$ cat src/rtl/pipeline_ctrl_pkg.sv
// Shared encodings for the pipeline stall/flush sequencer.
// Stall vector bits: 0 pc, 1 if, 2 id, 3 ex, 4 mem, 5 wb.
package pipeline_ctrl_pkg;

    localparam int InstAddrW = 32;
    localparam int McLenW    = 6;

    localparam logic [5:0] StallNone = 6'b000000;
    localparam logic [5:0] StallId   = 6'b000111;
    localparam logic [5:0] StallEx   = 6'b001111;

    typedef enum logic [1:0] {
        CtrlRun   = 2'd0,
        CtrlMc    = 2'd1,
        CtrlFlush = 2'd2
    } ctrl_state_t;

endpackage

$ cat src/rtl/pipeline_ctrl_sat_counter.sv
// 32-bit event counter that sticks at all-ones instead of wrapping.
// Used by pipeline_ctrl for its optional performance counters.
module sat_counter (
    input  logic        clk,
    input  logic        rst,
    input  logic        en,
    output logic [31:0] count
);

    always_ff @(posedge clk or negedge rst) begin
        if (!rst) begin
            count <= '0;
        end else if (en && (count != 32'hFFFF_FFFF)) begin
            count <= count + 32'd1;
        end
    end

endmodule

$ cat src/rtl/pipeline_ctrl.sv
// Stall/flush sequencer: merges load-use, multi-cycle and redirect requests.
// Optional perf counters are built when STALL_CTRL_PERF_EN is defined.
module pipeline_ctrl
    import pipeline_ctrl_pkg::*;
#(
    parameter int MC_LEN_W = McLenW
) (
    input  logic                 clk,
    input  logic                 rst,
    input  logic                 stallreq_id_i,
    input  logic                 mc_start_i,
    input  logic [MC_LEN_W-1:0]  mc_len_i,
    input  logic                 flush_req_i,
    input  logic [InstAddrW-1:0] flush_pc_i,
    output logic [5:0]           stall_o,
    output logic                 flush_o,
    output logic [InstAddrW-1:0] new_pc_o,
`ifdef STALL_CTRL_PERF_EN
    output logic [31:0]          stall_cycles_o,
    output logic [31:0]          flush_count_o,
`endif
    output logic                 busy_o
);

    localparam logic [MC_LEN_W-1:0] LenOne = MC_LEN_W'(1);

    ctrl_state_t           state;
    ctrl_state_t           state_nxt;
    logic [MC_LEN_W-1:0]   cnt;
    logic [MC_LEN_W-1:0]   cnt_nxt;
    logic                  flush_nxt;
    logic [InstAddrW-1:0]  pc_nxt;
    logic [5:0]            stall_raw;

    always_ff @(posedge clk or negedge rst) begin
        if (!rst) begin
            state    <= CtrlRun;
            cnt      <= '0;
            flush_o  <= 1'b0;
            new_pc_o <= '0;
        end else begin
            state    <= state_nxt;
            cnt      <= cnt_nxt;
            flush_o  <= flush_nxt;
            new_pc_o <= pc_nxt;
        end
    end

    always_comb begin
        state_nxt = state;
        cnt_nxt   = cnt;
        flush_nxt = 1'b0;
        pc_nxt    = new_pc_o;
        stall_raw = StallNone;
        unique case (state)
            CtrlRun: begin
                if (flush_req_i) begin
                    state_nxt = CtrlFlush;
                    flush_nxt = 1'b1;
                    pc_nxt    = flush_pc_i;
                end else if (mc_start_i && (mc_len_i != '0)) begin
                    stall_raw = StallEx;
                    if (mc_len_i > LenOne) begin
                        state_nxt = CtrlMc;
                        cnt_nxt   = mc_len_i - LenOne;
                    end
                end else if (stallreq_id_i) begin
                    stall_raw = StallId;
                end
            end
            CtrlMc: begin
                if (flush_req_i) begin
                    state_nxt = CtrlFlush;
                    cnt_nxt   = '0;
                    flush_nxt = 1'b1;
                    pc_nxt    = flush_pc_i;
                end else begin
                    stall_raw = StallEx;
                    if (cnt == LenOne) begin
                        state_nxt = CtrlRun;
                        cnt_nxt   = '0;
                    end else begin
                        cnt_nxt = cnt - LenOne;
                    end
                end
            end
            CtrlFlush: begin
                // A fresh redirect while flushing re-arms with the newer target
                if (flush_req_i) begin
                    flush_nxt = 1'b1;
                    pc_nxt    = flush_pc_i;
                end else begin
                    state_nxt = CtrlRun;
                end
            end
            default: begin
                state_nxt = CtrlRun;
                cnt_nxt   = '0;
            end
        endcase
    end

    assign stall_o = rst ? stall_raw : StallNone;
    assign busy_o  = (state == CtrlMc);

`ifdef STALL_CTRL_PERF_EN
    sat_counter u_stall_cnt (
        .clk   (clk),
        .rst   (rst),
        .en    (stall_o != StallNone),
        .count (stall_cycles_o)
    );

    sat_counter u_flush_cnt (
        .clk   (clk),
        .rst   (rst),
        .en    (flush_o),
        .count (flush_count_o)
    );
`endif

endmodule

$ cat config.mk
export PLATFORM = sky130hd
export DESIGN_NAME = pipeline_ctrl
export DESIGN_NICKNAME = d
export VERILOG_FILES = /design/src/rtl/pipeline_ctrl_pkg.sv /design/src/rtl/pipeline_ctrl_sat_counter.sv /design/src/rtl/pipeline_ctrl.sv
export SDC_FILE = /design/constraint.sdc
export NUM_CORES = 1
export LEC_CHECK = 0
export CAP_MARGIN = 20
export CORE_MARGIN = 2
export CORE_UTILIZATION = 30
export CTS_BUF_LIST = sky130_fd_sc_hd__clkbuf_2
export DETAILED_ROUTE_END_ITERATION = 8
export SLEW_MARGIN = 20
export SYNTH_ARGS = -nofsm -noshare
export SYNTH_HDL_FRONTEND = slang
export SYNTH_SLANG_ARGS = --single-unit
$ cat constraint.sdc
create_clock -name clk -period 2.25 [get_ports clk]
set_clock_uncertainty 0.05 [all_clocks]
set_input_delay 0.45 -clock clk [delete_from_list [all_inputs] [get_ports clk]]
set_output_delay 0.45 -clock clk [all_outputs]
set_load 0.01 [all_outputs]
; ---- Word-level counts from Yosys, hierarchy flattened
; Index checks and enable logic that the tools add are counted.
[totals]
reg_bits = 41
in_bits = 43
out_inout_bits = 40
wordCells = 46
[op_classes]
n_addsub = 2
n_lt_le_gt_ge = 1
eq_ne = 10
muxes = 21
bitwise_logic = 1
reduce_logical = 7
[op_table]
columns = op, n
row1 = 6-bit two-way mux, 6
row2 = 6-bit case mux with 3 select lines, 1
row3 = 2-bit two-way mux, 6
row4 = 4-bit two-way mux, 3
row5 = "6-bit by 1-bit subtractor with 6-bit output, second input constant", 2
row6 = "2-bit != test, second input constant", 4
row7 = 4-bit case mux with 2 select lines, 1
row8 = 4-bit AND reduction, 2
row9 = "6-bit by 1-bit equality test with 1-bit output, second input constant", 1
row10 = "6-bit by 1-bit greater-than comparator with 1-bit output, second input constant", 1
row11 = "3-bit != test, second input constant", 2
row12 = 2-bit case mux with 3 select lines, 1
row13 = 6-bit nonzero test, 1
row14 = 3-bit two-way mux, 1
row15 = "3-bit by 2-bit != test with 1-bit output, second input constant", 1
row16 = 3-bit OR reduction, 1
row17 = "2-bit by 1-bit equality test with 1-bit output, second input constant", 1
row18 = "2-bit equality test, second input constant", 1
row19 = 2-bit logical NOT, 1
row20 = 1-bit two-way mux, 2
row21 = 2-bit AND reduction, 1
row22 = 1-bit logical AND, 1
row23 = 1-bit inverter, 1

; ---- Logic depth before layout (Yosys ltp)
; Gate-level depths: netlist of the first run.
[depth]
word_depth = 6
depth_mapped = 7
mapped_depth_nobuf = 7

; ---- Worst setup path before layout of the first run
; Ideal clock, no wire load.
[synth_timing]
kind = input-to-reg
from = in mc_len_i[0]
to = reg cnt[0]
setup_ps = 125
arrival_time_ps = 1931
setup_slack_ps = 144
stages = 6
path_cell_list = inv_1 ha_1 or3_4 a2111oi_4 or2_4 mux2_2
[synth_via]
elab_chain_cells = 5
word_cells_on_any_way = 11
[synth_lines]
columns = item, line_no
row1 = from (decl), pipeline_ctrl.sv:12  ; input logic [MC_LEN_W-1:0] mc_len_i,
row2 = 6-bit by 1-bit subtractor with 6-bit output, pipeline_ctrl.sv:65  ; cnt_nxt = mc_len_i - LenOne;
row3 = 6-bit two-way mux, pipeline_ctrl.sv:63  ; if (mc_len_i > LenOne) begin
row4 = 6-bit two-way mux, pipeline_ctrl.sv:61  ; end else if (mc_start_i && (mc_len_i != '0)) begin
row5 = 6-bit two-way mux, pipeline_ctrl.sv:57  ; if (flush_req_i) begin
row6 = 6-bit case mux with 3 select lines, pipeline_ctrl.sv:55  ; unique case (state)
row7 = to (signal assigned), pipeline_ctrl.sv:43  ; cnt <= cnt_nxt;
row8 = to (decl), pipeline_ctrl.sv:29  ; logic [MC_LEN_W-1:0] cnt;
; Several ways; a longest one is shown, not always the timed one. The select of a mux whose other input is x is not followed.
; A chain may end at the register's enable or synchronous reset.

; ---- Worst setup path after layout of the first run
[layout_timing]
from = in mc_len_i[4]
to = out stall_o[2]
[layout_via]
elab_chain_cells = 6
[layout_lines]
columns = item, line_no
row1 = 6-bit nonzero test, pipeline_ctrl.sv:61
row2 = 1-bit logical AND, pipeline_ctrl.sv:61
row3 = 4-bit two-way mux, pipeline_ctrl.sv:61
row4 = 4-bit two-way mux, pipeline_ctrl.sv:57
row5 = 4-bit case mux with 2 select lines, pipeline_ctrl.sv:55
row6 = 6-bit two-way mux, pipeline_ctrl.sv:103  ; assign stall_o = rst ? stall_raw : StallNone;
row7 = to (decl), pipeline_ctrl.sv:15  ; output logic [5:0] stall_o,
; No other way between the ends.

==> results of run 1 <==
## power groups by stage
| stage | clock network, mW | logic (mW) | registers (mW) |
|---|---|---|---|
| global placement | 0 | 0.546 | 0.893 |
| CTS | 0.322 | 0.549 | 0.881 |
| finish | 0.300 | 0.543 | 0.880 |
| floorplan | 0 | 0.217 | 0.923 |
| detailed placement | 0 | 0.547 | 0.897 |
| global route | 0.348 | 0.589 | 0.896 |
## area by class of cell
class | instances | share of cell area
inverter | 5 | 0.00637
tap | 77 | 0.0327
sequential | 41 | 0.349
clock inverter | 2 | 0.00382
timing repair buffer | 97 | 0.310
multi-input combinational | 96 | 0.290
clock buffer | 5 | 0.00849
## sequential cells by signal (all words and copies together) (netlist names)
name / cells
cnt: 6
state: 2
new_pc_o: 32
flush_o: 1
## synth_stat cells, drive strengths merged
master   count  share of area
buf          8          0.026
conb         1         0.0019
o22ai        5          0.016
a21oi        3         0.0078
o21ai        5          0.015
a2111oi      1          0.014
nand2        5         0.0097
nor4         1          0.011
nand2b       3         0.0097
nor3         3         0.0078
nand3        1         0.0026
nand4bb      1         0.0058
ha           5          0.032
inv          5         0.0097
dfrtp       41           0.53
nor2b        1         0.0033
clkbuf       1         0.0019
nor2         8          0.016
xnor2        3          0.014
or3          2         0.0091
or2          3          0.011
nor4b        1         0.0045
mux2        33           0.19
xor2         1         0.0045
a21boi       2         0.0078
mux2i        2          0.010
a22o         4          0.018
nand3b       1         0.0039
## per-stage QoR
| stage | cell area, um2 | instances | setup TNS [ns] | util |
|---|---|---|---|---|
| 6_report | 2950 | 323 | 0 | 0.469 |
| 2_1_floorplan | 1930 | 151 | 0 | - |
| 3_3_place_gp | 2900 | 314 | -3.67 | 0.463 |
| 4_1_cts | 2940 | 323 | 0 | 0.469 |
| 3_5_place_dp | 2900 | 314 | -4.06 | 0.463 |
| 5_1_grt | 2950 | 323 | 0 | 0.469 |
## cells in the final DEF (no fill, tap or decap), drive strengths merged
cell type	synthesis	final
inv	5	5
mux2	33	33
nand2b	3	3
ha	5	5
nor4	1	1
or3	2	2
nor2	8	8
conb	1	2
xnor2	3	3
xor2	1	1
or2	3	3
a21oi	3	3
nand3b	1	1
dlymetal6s2s	0	1
nor3	3	3
mux2i	2	2
nor4b	1	1
clkdlybuf4s50	0	70
o21ai	5	5
dlygate4sd2	0	4
o22ai	5	5
nand2	5	5
clkinvlp	0	1
buf	8	22
nand4bb	1	1
nor2b	1	1
a21boi	2	2
nand3	1	1
clkbuf	1	5
clkinv	0	1
a22o	4	4
a2111oi	1	1
dfrtp	41	41
## worst max-delay path by stage
| stage | start | end | slack [ns] | cells past startpoint |
|---|---|---|---|---|
| floorplan | mc_len_i[0] | cnt[0] | 0.14 | 6 |
| global placement | mc_len_i[0] | stall_o[2] | -0.43 | 7 |
| detailed placement | mc_len_i[0] | stall_o[2] | -0.49 | 7 |
| CTS | mc_len_i[1] | stall_o[2] | 0.02 | 7 |
| global route | state[1] | stall_o[2] | 0.05 | 5 |
| finish | mc_len_i[4] | stall_o[2] | 0.11 | 6 |
## cell families after synthesis
| group | count (synthesis) | share of synthesized area |
|---|---|---|
| compound gates | 20 | 0.0793 |
| fa+ha+maj | 5 | 0.0325 |
| mux | 35 | 0.203 |
| simple gates | 30 | 0.0942 |
| xor+xnor | 4 | 0.0182 |
| flops | 41 | 0.533 |
| buf+inv | 14 | 0.0377 |
| other cells | 1 | 0.00195 |
## worst reg2reg max path: stages, from the launching register on
cell and delay (ns):
dfrtp_1 0.42, inv_1 0.10, ha_1 0.17, nand4bb_1 0.16
nand3_1 0.28, o22ai_1 0.13, mux2_2 0.27
## routing by layer
metal	share of wire	vias up	GRT usage
met3	0.070	6	0.0346
met2	0.46	57	0.198
met4	0.019	0	0.0528
met5	0	-	0
li1	-	708	-
met1	0.45	675	0.158
## timing repair
action                     CTS  global route
buffers inserted             2             0
pin swaps                    3             4
setup endpoints to repair    6             8
resized for setup           21             6
==> impl_metrics.csv, run 1 <==
group,metric,value,unit
timing,hold_viol_final,0,
clock_network,cts-buffers-inserted,5,
timing,tightest_slew,0.526,ns
pwr,p_per_area,585,nW/um2
placement,place_ws,-0.493,ns
timing,fin_crit,2.14,ns
pwr,switching_share,0.288,
drt,wl,4.12,mm
logic_synthesis,synthCells,150,
worst_setup_path,cp_num_buf_inv,2,
final_layout,seq_area,1030,um2
worst_setup_path,slowest_delay,0.46,ns
pwr,p_leak,1.25,nW
drt,vias,1446,
clock_network,clock-sinks,41,
worst_setup_path,worstPathCellList,"clkdlybuf4s50_1 -> nor4_4 -> a21oi_2 -> nor2_2 -> a21oi_2 -> buf_2",
clock_network,cts_tree,"done",
pwr,p_total,1.72,mW
clock_network,cts_max_level,2,
logic_synthesis,ys_seq_area_frac,0.533,
placement,gp_congestion,0.785,
worst_setup_path,cpLargestDelayFamily,"buffers and inverters",
drt,dr.pass1.iters,4,
floorplanning,io_pins,83,
timing,rsz0062_at_grt,"no",
logic_synthesis,ys_ff_latch,41,
floorplanning,dieArea,7080,um2
placement,portBuffers,80,
timing,slew_violations,0,
floorplanning,placementRows,29,
worst_hold_path,holdCritPathClass,"in -> async",
pwr,p_comb_frac,0.315,
logic_synthesis,yosysWarnings,0,
drt,drc,0,
final_layout,drive_above_1_share,0.305,
global_route,grt_pass1_wl,7.03,mm
pwr,p_int,1.23,mW
logic_synthesis,ys_types,33,
global_route,grt_antenna_before_repair,0,
worst_setup_path,criticalPathCategory,"in -> out",
global_route,overflow,0,
timing,setup_viol,0,
worst_setup_path,cp_max_fo,3,
pwr,p_switching,496,uW
logic_synthesis,syn_area,1930,um2
global_route,grt_pass1_vias,1468,
final_layout,finalNetCount,294,
floorplanning,start_util,0.307,
worst_setup_path,critPathArrivalTime,1.64,ns
clock_network,hold_buffers,0,
floorplanning,die_w,84.1,um
drt,wl_per_cell,12.8,um
worst_setup_path,required,1.75,ns
timing,layout_setup_ws,0.111,ns
clock_network,clk_pin_slew_worst_paths,0.21,ns
clock_network,clock_path_buffers,2,
final_layout,nFillCells,604,
logic_synthesis,syn_area_per_cell,12.8,um2
pwr,vdd_drop_max,0.246,mV
worst_setup_path,r2r-start,"cnt[1]",
drt,ant_nets,0,
drt,drt_iter0_drc,21,
worst_setup_path,cp-start-kind,"input pin",
worst_setup_path,reg2reg_to,"cnt[0]",
global_route,track_usage,0.124,
final_layout,area_delta_synth_final,53.0,%
clock_network,cts-root-buf,"clkbuf_2",
placement,place_hpwl,3.02,mm
timing,slew_headroom,0.649,
flow_run,max_cap_viol_count,0,
floorplanning,core_area,6280,um2
timing,holdWs,0.0836,ns
timing,fin_crit_sh,0.951,
worst_setup_path,cp_slowest_cell,"clkdlybuf4s50_1",
floorplanning,chipHeight,84.1,um
global_route,grt_max_degree,42,
timing,fmax,0.467,GHz
worst_setup_path,reg2reg_depth,6,
pwr,p_seq_frac,0.511,
status,status,"complete, no violations",
worst_setup_path,end_kind,"output port",
worst_setup_path,critical_path.most_common_cell,"a21oi_2",
clock_network,insertion_delay,0.39,ns
final_layout,num_antenna_cells,0,
final_layout,multiInputGateArea,855,um2
worst_setup_path,ff2ff_setup_slack,0.59,ns
drt,viasPerCell,4.48,
pwr,clockPowerShare,0.174,
(Power assumes the default switching activity.)
==> run 2, diff against run 1 <==
- CTS_CLUSTER_SIZE: unset -> 12
==> results of run 2 <==
Final layout, timing and power as in run 1 (identical DEF).
